[config.mk]
export PLATFORM = sky130hd
export DESIGN_NAME = move_controller
export DESIGN_NICKNAME = d
export VERILOG_FILES = /design/src/rtl/chess_pkg.sv /design/src/rtl/board_regfile.sv /design/src/rtl/move_controller.sv
export SDC_FILE = /design/constraint.sdc
export NUM_CORES = 1
export LEC_CHECK = 0
export BUFFER_PORTS_ARGS = -buffer_cell sky130_fd_sc_hd__buf_2
export CORE_AREA = 2 2 215 154
export CTS_BUF_LIST = sky130_fd_sc_hd__clkbuf_8
export DETAILED_ROUTE_END_ITERATION = 12
export DIE_AREA = 0 0 217 156
export GPL_TIMING_DRIVEN = 0
export PLACE_DENSITY = 0.85
export SLEW_MARGIN = 25
export SYNTH_ARGS = -nofsm -noshare
export SYNTH_HDL_FRONTEND = slang
export SYNTH_SLANG_ARGS = --single-unit
[constraint.sdc]
create_clock -name clk -period 3.06 [get_ports clk]
set_input_delay 0.153 -clock clk [delete_from_list [all_inputs] [get_ports clk]]
set_output_delay 0.153 -clock clk [all_outputs]
set_load 0.02 [all_outputs]
[src/rtl/chess_pkg.sv]
`default_nettype none
// ==========================================================================
// chess_pkg : board encoding, square type, start position and FSM states
// Rev 1.0
// ==========================================================================
package chess_pkg;

  typedef logic [4:0] piece_t;

  localparam int OCC_BIT   = 0;
  localparam int COLOR_BIT = 1;

  localparam logic WHITE = 1'b0;
  localparam logic BLACK = 1'b1;

  localparam logic [2:0] TYPE_NONE   = 3'b000;
  localparam logic [2:0] TYPE_PAWN   = 3'b001;
  localparam logic [2:0] TYPE_KNIGHT = 3'b010;
  localparam logic [2:0] TYPE_BISHOP = 3'b011;
  localparam logic [2:0] TYPE_ROOK   = 3'b100;
  localparam logic [2:0] TYPE_QUEEN  = 3'b101;
  localparam logic [2:0] TYPE_KING   = 3'b110;

  typedef struct packed {
    logic [2:0] row;
    logic [2:0] col;
  } sq_t;

  // Element index is {row,col}; the literal runs from square 63 down to square 0.
  localparam logic [63:0][4:0] START_POS = {
    5'b10001, 5'b01001, 5'b01101, 5'b11001, 5'b10101, 5'b01101, 5'b01001, 5'b10001,
    {8{5'b00101}},
    {32{5'b00000}},
    {8{5'b00111}},
    5'b10011, 5'b01011, 5'b01111, 5'b11011, 5'b10111, 5'b01111, 5'b01011, 5'b10011
  };

  typedef enum logic [1:0] {
    ST_SRC    = 2'd0,
    ST_DST    = 2'd1,
    ST_CHECK  = 2'd2,
    ST_COMMIT = 2'd3
  } state_t;

  function automatic logic promotes(input piece_t p, input logic [2:0] dst_row);
    return p[OCC_BIT] && (p[4:2] == TYPE_PAWN) &&
           (((p[COLOR_BIT] == WHITE) && (dst_row == 3'd0)) ||
            ((p[COLOR_BIT] == BLACK) && (dst_row == 3'd7)));
  endfunction

  function automatic piece_t as_queen(input piece_t p);
    return {TYPE_QUEEN, p[COLOR_BIT], 1'b1};
  endfunction

endpackage
`default_nettype wire

[src/rtl/board_regfile.sv]
`default_nettype none
// ==========================================================================
// board_regfile : 64 x 5-bit board store, two async reads, one move write
// Rev 1.0
// ==========================================================================
module board_regfile
  import chess_pkg::*;
(
  input  logic       clk,
  input  logic       reset,
  input  logic [5:0] vga_addr,
  output piece_t     vga_piece,
  input  logic [5:0] fsm_addr,
  output piece_t     fsm_piece,
  input  logic       wr_en,
  input  logic [5:0] wr_src,
  input  logic [5:0] wr_dst,
  input  piece_t     wr_data
);

  logic [63:0][4:0] board_q;
  logic [63:0][4:0] board_d;

  // Destination written after the source clear so it wins if they ever alias.
  always_comb begin
    board_d = board_q;
    if (wr_en) begin
      board_d[wr_src] = 5'b00000;
      board_d[wr_dst] = wr_data;
    end
  end

  always_ff @(posedge clk) begin
    if (reset) begin
      board_q <= START_POS;
    end else begin
      board_q <= board_d;
    end
  end

  assign vga_piece = board_q[vga_addr];
  assign fsm_piece = board_q[fsm_addr];

endmodule
`default_nettype wire

[src/rtl/move_controller.sv]
`default_nettype none
// ==========================================================================
// move_controller : select/check/commit sequencer owning the chess board
// Rev 1.0
// ==========================================================================
module move_controller
  import chess_pkg::*;
#(
  parameter int CHK_TIMEOUT = 16,
  parameter bit PROMOTE_EN  = 1'b1
) (
  input  logic       clk,
  input  logic       reset,
  input  logic [2:0] cursor_row,
  input  logic [2:0] cursor_col,
  input  logic       select,
  input  logic       cancel,
  output logic       chk_req,
  output logic [5:0] chk_src,
  output logic [5:0] chk_dst,
  input  logic       chk_ack,
  input  logic       chk_legal,
  input  logic [2:0] rd_row,
  input  logic [2:0] rd_col,
  output logic [4:0] rd_piece,
  output logic       turn,
  output logic       sel_valid,
  output logic [5:0] sel_src,
  output logic       move_done,
  output logic       move_reject,
  output logic [4:0] captured
);

  localparam int                CNT_W    = $clog2(CHK_TIMEOUT + 1);
  localparam logic [CNT_W-1:0]  CNT_LAST = CNT_W'(CHK_TIMEOUT - 1);

  state_t            state_q, state_d;
  logic              turn_q, turn_d;
  logic              sel_valid_q, sel_valid_d;
  sq_t               sel_src_q, sel_src_d;
  piece_t            src_piece_q, src_piece_d;
  sq_t               dst_q, dst_d;
  logic              chk_req_q, chk_req_d;
  logic [CNT_W-1:0]  cnt_q, cnt_d;
  logic              move_done_q, move_done_d;
  logic              move_reject_q, move_reject_d;
  piece_t            captured_q, captured_d;

  sq_t    cur_sq;
  sq_t    fsm_addr;
  piece_t fsm_piece;
  piece_t vga_piece;
  piece_t wr_data;
  logic   wr_en;
  logic   own_piece;

  assign cur_sq    = {cursor_row, cursor_col};
  // During COMMIT the FSM port looks at the destination to capture what was there.
  assign fsm_addr  = (state_q == ST_COMMIT) ? dst_q : cur_sq;
  assign own_piece = fsm_piece[OCC_BIT] && (fsm_piece[COLOR_BIT] == turn_q);
  assign wr_data   = (PROMOTE_EN && promotes(src_piece_q, dst_q.row)) ?
                     as_queen(src_piece_q) : src_piece_q;

  board_regfile u_board (
    .clk       (clk),
    .reset     (reset),
    .vga_addr  ({rd_row, rd_col}),
    .vga_piece (vga_piece),
    .fsm_addr  (fsm_addr),
    .fsm_piece (fsm_piece),
    .wr_en     (wr_en),
    .wr_src    (sel_src_q),
    .wr_dst    (dst_q),
    .wr_data   (wr_data)
  );

  always_comb begin
    state_d       = state_q;
    turn_d        = turn_q;
    sel_valid_d   = sel_valid_q;
    sel_src_d     = sel_src_q;
    src_piece_d   = src_piece_q;
    dst_d         = dst_q;
    chk_req_d     = chk_req_q;
    cnt_d         = cnt_q;
    move_done_d   = 1'b0;
    move_reject_d = 1'b0;
    captured_d    = captured_q;
    wr_en         = 1'b0;

    case (state_q)
      ST_SRC: begin
        if (select && !cancel) begin
          if (own_piece) begin
            sel_src_d   = cur_sq;
            src_piece_d = fsm_piece;
            sel_valid_d = 1'b1;
            state_d     = ST_DST;
          end else begin
            move_reject_d = 1'b1;
          end
        end
      end

      ST_DST: begin
        if (cancel) begin
          sel_valid_d = 1'b0;
          state_d     = ST_SRC;
        end else if (select) begin
          if (cur_sq == sel_src_q) begin
            sel_valid_d = 1'b0;
            state_d     = ST_SRC;
          end else if (own_piece) begin
            sel_src_d   = cur_sq;
            src_piece_d = fsm_piece;
          end else begin
            dst_d     = cur_sq;
            chk_req_d = 1'b1;
            cnt_d     = '0;
            state_d   = ST_CHECK;
          end
        end
      end

      ST_CHECK: begin
        if (cancel) begin
          chk_req_d   = 1'b0;
          cnt_d       = '0;
          sel_valid_d = 1'b0;
          state_d     = ST_SRC;
        end else if (chk_ack) begin
          chk_req_d = 1'b0;
          cnt_d     = '0;
          if (chk_legal) begin
            state_d = ST_COMMIT;
          end else begin
            move_reject_d = 1'b1;
            state_d       = ST_DST;
          end
        end else if (cnt_q == CNT_LAST) begin
          chk_req_d     = 1'b0;
          cnt_d         = '0;
          move_reject_d = 1'b1;
          state_d       = ST_DST;
        end else begin
          cnt_d = cnt_q + CNT_W'(1);
        end
      end

      ST_COMMIT: begin
        wr_en       = 1'b1;
        captured_d  = fsm_piece;
        turn_d      = ~turn_q;
        move_done_d = 1'b1;
        sel_valid_d = 1'b0;
        state_d     = ST_SRC;
      end

      default: begin
        state_d = ST_SRC;
      end
    endcase
  end

  always_ff @(posedge clk) begin
    if (reset) begin
      state_q       <= ST_SRC;
      turn_q        <= 1'b0;
      sel_valid_q   <= 1'b0;
      sel_src_q     <= '0;
      src_piece_q   <= '0;
      dst_q         <= '0;
      chk_req_q     <= 1'b0;
      cnt_q         <= '0;
      move_done_q   <= 1'b0;
      move_reject_q <= 1'b0;
      captured_q    <= '0;
    end else begin
      state_q       <= state_d;
      turn_q        <= turn_d;
      sel_valid_q   <= sel_valid_d;
      sel_src_q     <= sel_src_d;
      src_piece_q   <= src_piece_d;
      dst_q         <= dst_d;
      chk_req_q     <= chk_req_d;
      cnt_q         <= cnt_d;
      move_done_q   <= move_done_d;
      move_reject_q <= move_reject_d;
      captured_q    <= captured_d;
    end
  end

  assign chk_req     = chk_req_q;
  assign chk_src     = sel_src_q;
  assign chk_dst     = dst_q;
  assign rd_piece    = vga_piece;
  assign turn        = turn_q;
  assign sel_valid   = sel_valid_q;
  assign sel_src     = sel_src_q;
  assign move_done   = move_done_q;
  assign move_reject = move_reject_q;
  assign captured    = captured_q;

endmodule
`default_nettype wire

==> impl_metrics.py, run 1 <==
metrics = {
    "hold_path": {
        "whs_endpoint": "sel_valid$_SDFFE_PP0P_",
        "hold_class": "primary input to register",
        "hold_depth": 4,
        "min_from": "cancel",
    },
    "global_routing": {
        "grt_pass1_wl_mm": 126,
        "grt_max_degree": 14,
        "grt_pass1_vias": 17800,
        "track_usage_pct": 52.5,
        "antenna_found_initial": 1,
        "grt-ovfl-total": 0,
    },
    "layout": {
        "area_growth_pct": 17.9,
        "drive_above_1_share_pct": 26.9,
        "final_common_cell": "dfxtp_1",
        "fin_cells": 2463,
        "layout_common_cells": "351 x dfxtp_1, 322 x nor2_1, 233 x a22oi_1",
        "fin_nets": 2014,
        "final_util_pct": 68.8,
        "postLayoutCellArea_sq_um": 21900,
    },
    "timing": {
        "rsz0062_at_grt": "true",
        "min_period_ns": 3.41,
        "whs_ns": 0.0317,
        "max_slew.worst_pin.slew_ns": 1.39,
        "max_freq_mhz": 294,
        "slew_viol_final": 0,
        "setup_ws_ns": -0.345,
        "relSlewSlack_pct": 7.13,
        "setup_violations": 79,
        "period_share_pct": 111,
        "hold_viol": 0,
        "finClkSkew_ns": 0.0234,
        "setup_tns_ns": -6.39,
    },
    "synthesis": {
        "ys_seq_elements": 354,
        "yosysWarningCount": 0,
        "synth_fp_nets": 1866,
        "ys_async_sr_fraction_pct": 0,
        "yosysSeqAreaShare_pct": 38.2,
        "ys.flop_type": "dfxtp_1",
        "synthCells": 1847,
        "synth_area_sq_um": 18600,
        "synth_edf_count": 0,
        "ys_types": 80,
        "syn_avg_cell_area_sq_um": 10.0,
    },
    "setup_path": {
        "r2r_cells": 6,
        "end_kind": "register",
        "timing.rr.start": "chk_src[4]$_SDFFE_PP0P_",
        "worstPathMaxFanout": 10,
        "r2r_slack_ns": -0.35,
        "critPathKind": "register to register",
        "worstPathRequired_ns": 3.63,
        "arrival_ns": 3.98,
        "r2r-end": "chk_src[5]$_SDFFE_PP0P_",
        "start_kind": "register",
    },
    "drt": {
        "firstDrtPassIters": 11,
        "avgViaCountPerCell": 8.03,
        "via_count": 19800,
        "drt-initial-drc-count": 4663,
        "drt_wl_total_mm": 91.1,
        "wire_per_inst_um": 37.0,
        "drc": 0,
        "ant_nets": 0,
    },
    "power_and_ir_drop": {
        "clockPowerShare_pct": 42.2,
        "p_switching_uw": 2760,
        "power.density_nw_per_um2": 448,
        "pwr-share-seq_pct": 47.1,
        "comb_power_share_pct": 10.7,
        "switching_share_pct": 28.1,
        "p_int_uw": 7050,
        "ir_worst_vdd_mv": 0.453,
        "total_leakage_power_uw": 0.00757,
    },
    "floorplanning": {
        "die_w_um": 217,
        "num_io_pins": 51,
        "initial_core_util_pct": 58.4,
        "rows": 55,
        "fp.coreArea_sq_um": 31800,
        "die_h_um": 156,
        "die-area_sq_um": 33900,
    },
    "status": {
        "violations": "setup timing",
        "status": "finished, violations left",
    },
    "cts": {
        "cts_buffers": 54,
        "htree_levels": 2,
        "cts_max_path_buffers": 3,
        "clock-sinks": 354,
        "cts_tree": "done",
        "clkLatencyLatePin_ns": 0.65,
        "clockRootBuffer": "clkbuf_8",
        "clk_pin_slew_ns": 0.06,
    },
    "place": {
        "gp_congestion": 1.12,
        "placed_area_sq_um": 19400,
        "placed_cells": 2319,
        "hpwl_mm": 64.6,
        "io_buffer_count": 39,
    },
    "flow_run": {
        "drv_cap": 0,
    },
}
-- critical path: stages, from the launching register on --
cell and delay, ns:
dfxtp_1 0.34, clkbuf_1 0.80, xor2_1 0.31, nor3_1 0.15
a21oi_1 1.10, and2_4 0.42, mux2i_1 0.22
-- layer usage --
metal	track usage, %	vias up	wire [um]
li1	-	7498	-
met1	68.5	9392	31800
met3	30.5	551	19100
met2	66.7	2337	33300
met5	4.64	-	240
met4	28.3	6	6670
-- through the flow --
| stage | power, uW | setup WS (ns) |
|---|---|---|
| floorplan | 5210 | 0.0932 |
| global placement | 5530 | -1.42 |
| detailed placement | 5530 | -1.42 |
| CTS | 9570 | 0.00108 |
| global route | 9880 | -0.238 |
| finish | 9810 | -0.345 |
-- layout make-up --
class | instances | area, sq um
Timing Repair Buffer | 97 | 739
Clock buffer | 68 | 936
Sequential cell | 354 | 7100
Tap cell | 427 | 534
Antenna cell | 1 | 2.50
Fill cell | 2468 | 9910
Inverter | 9 | 33.8
Multi-Input combinational cell | 1312 | 11300
Clock inverter | 28 | 148
Buffer | 167 | 1100
-- synth_stat cells, types with 5 or more instances --
library cell,instances,area (sq um)
buf_4,11,82.6
a22oi_1,233,1750
dfxtp_1,354,7090
or3b_2,5,43.8
a221o_1,90,901
buf_1,25,93.8
xnor2_1,5,43.8
and3_1,18,113
and3b_1,6,52.6
a211oi_1,22,165
mux4_2,160,3600
buf_2,13,65.1
nor2_1,344,1290
o21ai_0,30,150
nand4_1,6,37.5
clkbuf_1,115,432
nand3b_1,5,37.5
a32oi_1,7,61.3
nor4_1,6,37.5
a21oi_1,87,435
nand2_1,86,323
inv_1,8,30.0
nor3_1,12,60.1
nand3_1,28,140
nor3b_1,9,67.6
o211ai_1,7,52.6
nand2b_1,11,68.8
buf_6,7,78.8
mux2i_1,52,521
-- cells by family (layout without fill, tap and decap cells) --
logic type,after synthesis,in the layout,share of synthesized area [%]
and+or+nand+nor,560,560,13.3
AOI/OAI and AO/OA,529,529,21.4
muxes,215,215,22.5
other,0,1,0
xor gates and xnor gates,7,7,0.330
buffers and inverters,181,369,4.26
DFF,354,354,38.2
adders and majority gates,1,1,0.0674
-- timing repair --
action,4_1_cts,5_1_grt
pin swaps,13,22
resized for setup,151,122
hold buffers,9,0
endpoints found under the setup margin,302,289
endpoints found under the hold margin,17,0
cloned,1,2
setup buffers,28,12
-- state kept, by name, indices dropped and copies added (netlist names) --
| name | flops |
|---|---|
| sel_valid | 1 |
| move_reject | 1 |
| chk_req | 1 |
| chk_dst | 6 |
| captured | 5 |
| move_done | 1 |
| src_piece_q | 5 |
| u_board.board_q | 320 |
| cnt_q | 5 |
| chk_src | 6 |
| state_q | 2 |
| turn | 1 |
-- how the worst max path moves through the flow --
stage	startpoint	to
after floorplan	chk_dst[0]$_SDFFE_PP0P_	src_piece_q[3]$_SDFFE_PP0P_
after global placement	chk_dst[1]$_SDFFE_PP0P_	src_piece_q[3]$_SDFFE_PP0P_
after detailed placement	chk_dst[1]$_SDFFE_PP0P_	captured[2]$_SDFFE_PP0P_
after CTS	state_q[0]$_SDFFE_PP0P_	chk_src[5]$_SDFFE_PP0P_
after global routing	chk_src[4]$_SDFFE_PP0P_	chk_src[5]$_SDFFE_PP0P_
final	chk_src[4]$_SDFFE_PP0P_	chk_src[5]$_SDFFE_PP0P_
-- power by group through the flow --
stage,Clock (uW),Sequential [uW],Combinational [uW]
final,4130,4620,1050
after global routing,4230,4620,1040
after CTS,4040,4620,911
after detailed placement,0,4720,809
after global placement,0,4720,807
after floorplan,0,4730,486
No activity file was read; power rests on OpenSTA's default activity.
==> run 2, diff against run 1 <==
--- a/config.mk
+++ b/config.mk
@@ -6,10 +6,12 @@
 export NUM_CORES = 1
 export LEC_CHECK = 0
 export BUFFER_PORTS_ARGS = -buffer_cell sky130_fd_sc_hd__buf_2
-export CORE_AREA = 2 2 215 154
+export CELL_PAD_IN_SITES_DETAIL_PLACEMENT = 1
+export CELL_PAD_IN_SITES_GLOBAL_PLACEMENT = 2
+export CORE_AREA = 2 2 264 188
 export CTS_BUF_LIST = sky130_fd_sc_hd__clkbuf_8
 export DETAILED_ROUTE_END_ITERATION = 12
-export DIE_AREA = 0 0 217 156
+export DIE_AREA = 0 0 266 190
 export GPL_TIMING_DRIVEN = 0
 export PLACE_DENSITY = 0.85
 export SLEW_MARGIN = 25
==> run 2 against run 1 <==
Against the previous run: the flow still finishes with violations (setup timing); global-route usage fell by 14 points; die area rose by 49%; sequential share of layout area fell by 1.2 points; non-clock buffer count rose by 8; design area rose by 3.9%; first-iteration DRC count fell by 24%; worst hold slack improved by 0.019 ns.
==> impl_metrics.py, run 2 (synthesis results as in run 1) <==
metrics = {
    "timing": {
        "relSlewSlack_pct": 17.0,
        "min_period_ns": 3.20,
        "max_freq_mhz": 312,
        "slew_viol_final": 0,
        "hold_viol": 0,
        "finClkSkew_ns": 0.0621,
        "rsz0062_at_grt": "true",
        "setup_violations": 52,
        "setup_ws_ns": -0.145,
        "period_share_pct": 105,
        "max_slew.worst_pin.slew_ns": 1.24,
    },
    "floorplanning": {
        "die-area_sq_um": 50500,
        "num_io_pins": 51,
        "die_w_um": 266,
        "die_h_um": 190,
        "fp.coreArea_sq_um": 48300,
        "rows": 68,
        "initial_core_util_pct": 38.4,
    },
    "drt": {
        "firstDrtPassIters": 8,
        "drt_wl_total_mm": 101,
        "via_count": 19500,
        "wire_per_inst_um": 37.6,
        "avgViaCountPerCell": 7.26,
        "ant_nets": 0,
        "drc": 0,
        "drt-initial-drc-count": 3552,
    },
    "cts": {
        "htree_levels": 2,
        "clock-sinks": 354,
        "clkLatencyLatePin_ns": 0.69,
        "cts_tree": "done",
        "cts_max_path_buffers": 3,
        "clockRootBuffer": "clkbuf_8",
        "clk_pin_slew_ns": 0.07,
        "cts_buffers": 56,
    },
    "setup_path": {
        "crit_start": "state_q[0]$_SDFFE_PP0P_",
        "worstPathMaxFanout": 8,
        "timing.critical_path.to": "src_piece_q[3]$_SDFFE_PP0P_",
        "r2r-end": "src_piece_q[3]$_SDFFE_PP0P_",
        "worstPathRequired_ns": 3.57,
        "critPathKind": "register to register",
        "r2r_slack_ns": -0.14,
        "end_kind": "register",
        "start_kind": "register",
        "timing.rr.start": "state_q[0]$_SDFFE_PP0P_",
        "r2r_cells": 15,
        "arrival_ns": 3.72,
    },
    "global_routing": {
        "grt_pass1_vias": 18700,
        "grt_pass1_wl_mm": 139,
        "grt-ovfl-total": 0,
        "antenna_found_initial": 1,
        "track_usage_pct": 38.7,
        "grt_max_degree": 15,
    },
    "power_and_ir_drop": {
        "power.density_nw_per_um2": 457,
        "total_power_uw": 10400,
        "ir_worst_vdd_mv": 0.296,
        "total_leakage_power_uw": 0.00782,
    },
    "layout": {
        "largest_reg_flops": 320,
        "fin_nets": 2024,
        "regMostFlops": "u_board.board_q",
        "multiInputGateArea_sq_um": 11400,
        "final_common_cell": "dfxtp_1",
        "diodes": 0,
        "drive_above_1_share_pct": 29.5,
        "n_fill_cell": 5328,
        "final_util_pct": 47.1,
        "layout_common_cells": "351 x dfxtp_1, 308 x nor2_1, 233 x a22oi_1",
        "seqCellArea_sq_um": 7100,
        "area_growth_pct": 22.5,
    },
    "status": {
        "status": "finished, violations left",
        "violations": "setup timing",
    },
    "hold_path": {
        "hold_depth": 4,
        "hold_class": "primary input to register",
    },
    "place": {
        "io_buffer_count": 39,
        "hpwl_mm": 72.0,
        "gp_congestion": 1.04,
    },
    "flow_run": {
        "drv_cap": 0,
    },
}
==> run 2: cell count changes in the layout (fill, tap and decap cells not counted), moves of 7 or more <==
| cell | before | now |
|---|---|---|
| clkbuf_2 | 17 | 24 |
| nor2_1 | 322 | 308 |
| clkbuf_4 | 18 | 9 |
| clkbuf_8 | 71 | 83 |
| nor2_2 | 18 | 31 |
==> run 2: layer usage <==
metal  global-route usage, %  vias up  routed length [um]
li1                        -     7510                   -
met1                    52.5     9757               39100
met2                    49.7     1828               37400
met3                    20.6      368               18400
met4                    17.6        8                5580
met5                    1.64        -                 295
==> run 2: repair_timing <==
action | CTS | global route
setup buffers | 29 | 13
gates cloned | 6 | 5
setup endpoints to repair | 329 | 255
endpoints found under the hold margin | 18 | 0
pin swaps | 23 | 41
hold buffers | 7 | 0
resized for setup | 229 | 115
==> run 2: worst max-delay path, cell delays in order (launching register included) <==
cell and delay [ns]:
dfxtp_4 0.41, buf_8 0.15, nand3_4 0.11, nand2_4 0.10, buf_12 0.15, buf_12 0.17
buf_16 0.18, buf_12 0.12, buf_16 0.13, mux4_2 0.55, mux2i_1 0.17, nand2_1 0.09
a32oi_2 0.31, nand2_2 0.15, nand4_1 0.14, o31ai_2 0.08
==> run 2: area by class of cell <==
| class | instances | share of cell area, % |
|---|---|---|
| repair buffers | 104 | 4.30 |
| multi-input cells | 1312 | 50.3 |
| plain buffers | 168 | 5.13 |
| clock buffers | 75 | 4.54 |
| inverters | 9 | 0.149 |
| clock inverters | 29 | 0.919 |
| well taps | 630 | 3.47 |
| flip-flops and latches | 354 | 31.2 |
==> run 2: report_power, final <==
group | switching, uW | total (uW) | internal [uW]
Combinational | 728 | 1130 | 403
Sequential | 9.40 | 4620 | 4610
Clock | 2190 | 4630 | 2440
==> run 2: how the worst min path moves through the flow <==
stage                                   startpoint                  endpoint  slack [ns]
after floorplan                      cursor_row[2]   chk_dst[5]$_SDFFE_PP0P_        0.31
after global placement    captured[4]$_SDFFE_PP0P_  captured[4]$_SDFFE_PP0P_        0.44
after detailed placement  captured[3]$_SDFFE_PP0P_  captured[3]$_SDFFE_PP0P_        0.45
after CTS                                   cancel    sel_valid$_SDFFE_PP0P_        0.03
after global routing                         reset     cnt_q[4]$_SDFFE_PP0P_        0.12
final                                       cancel    sel_valid$_SDFFE_PP0P_        0.05
==> run 2: metrics by stage <==
stage               TNS, ns  instance area, sq um  hold slack [ns]  setup WS (ns)  cells
CTS                 -0.0872                 22200           0.0317        -0.0206   2663
floorplan                 0                 18600            0.307         0.0932   1847
detailed placement  -149.00                 19700            0.451          -1.41   2521
global route          -2.64                 22700            0.118         -0.194   2681
finish                -2.08                 22700           0.0510         -0.145   2681
global placement    -231.43                 19500            0.439          -1.36   2516
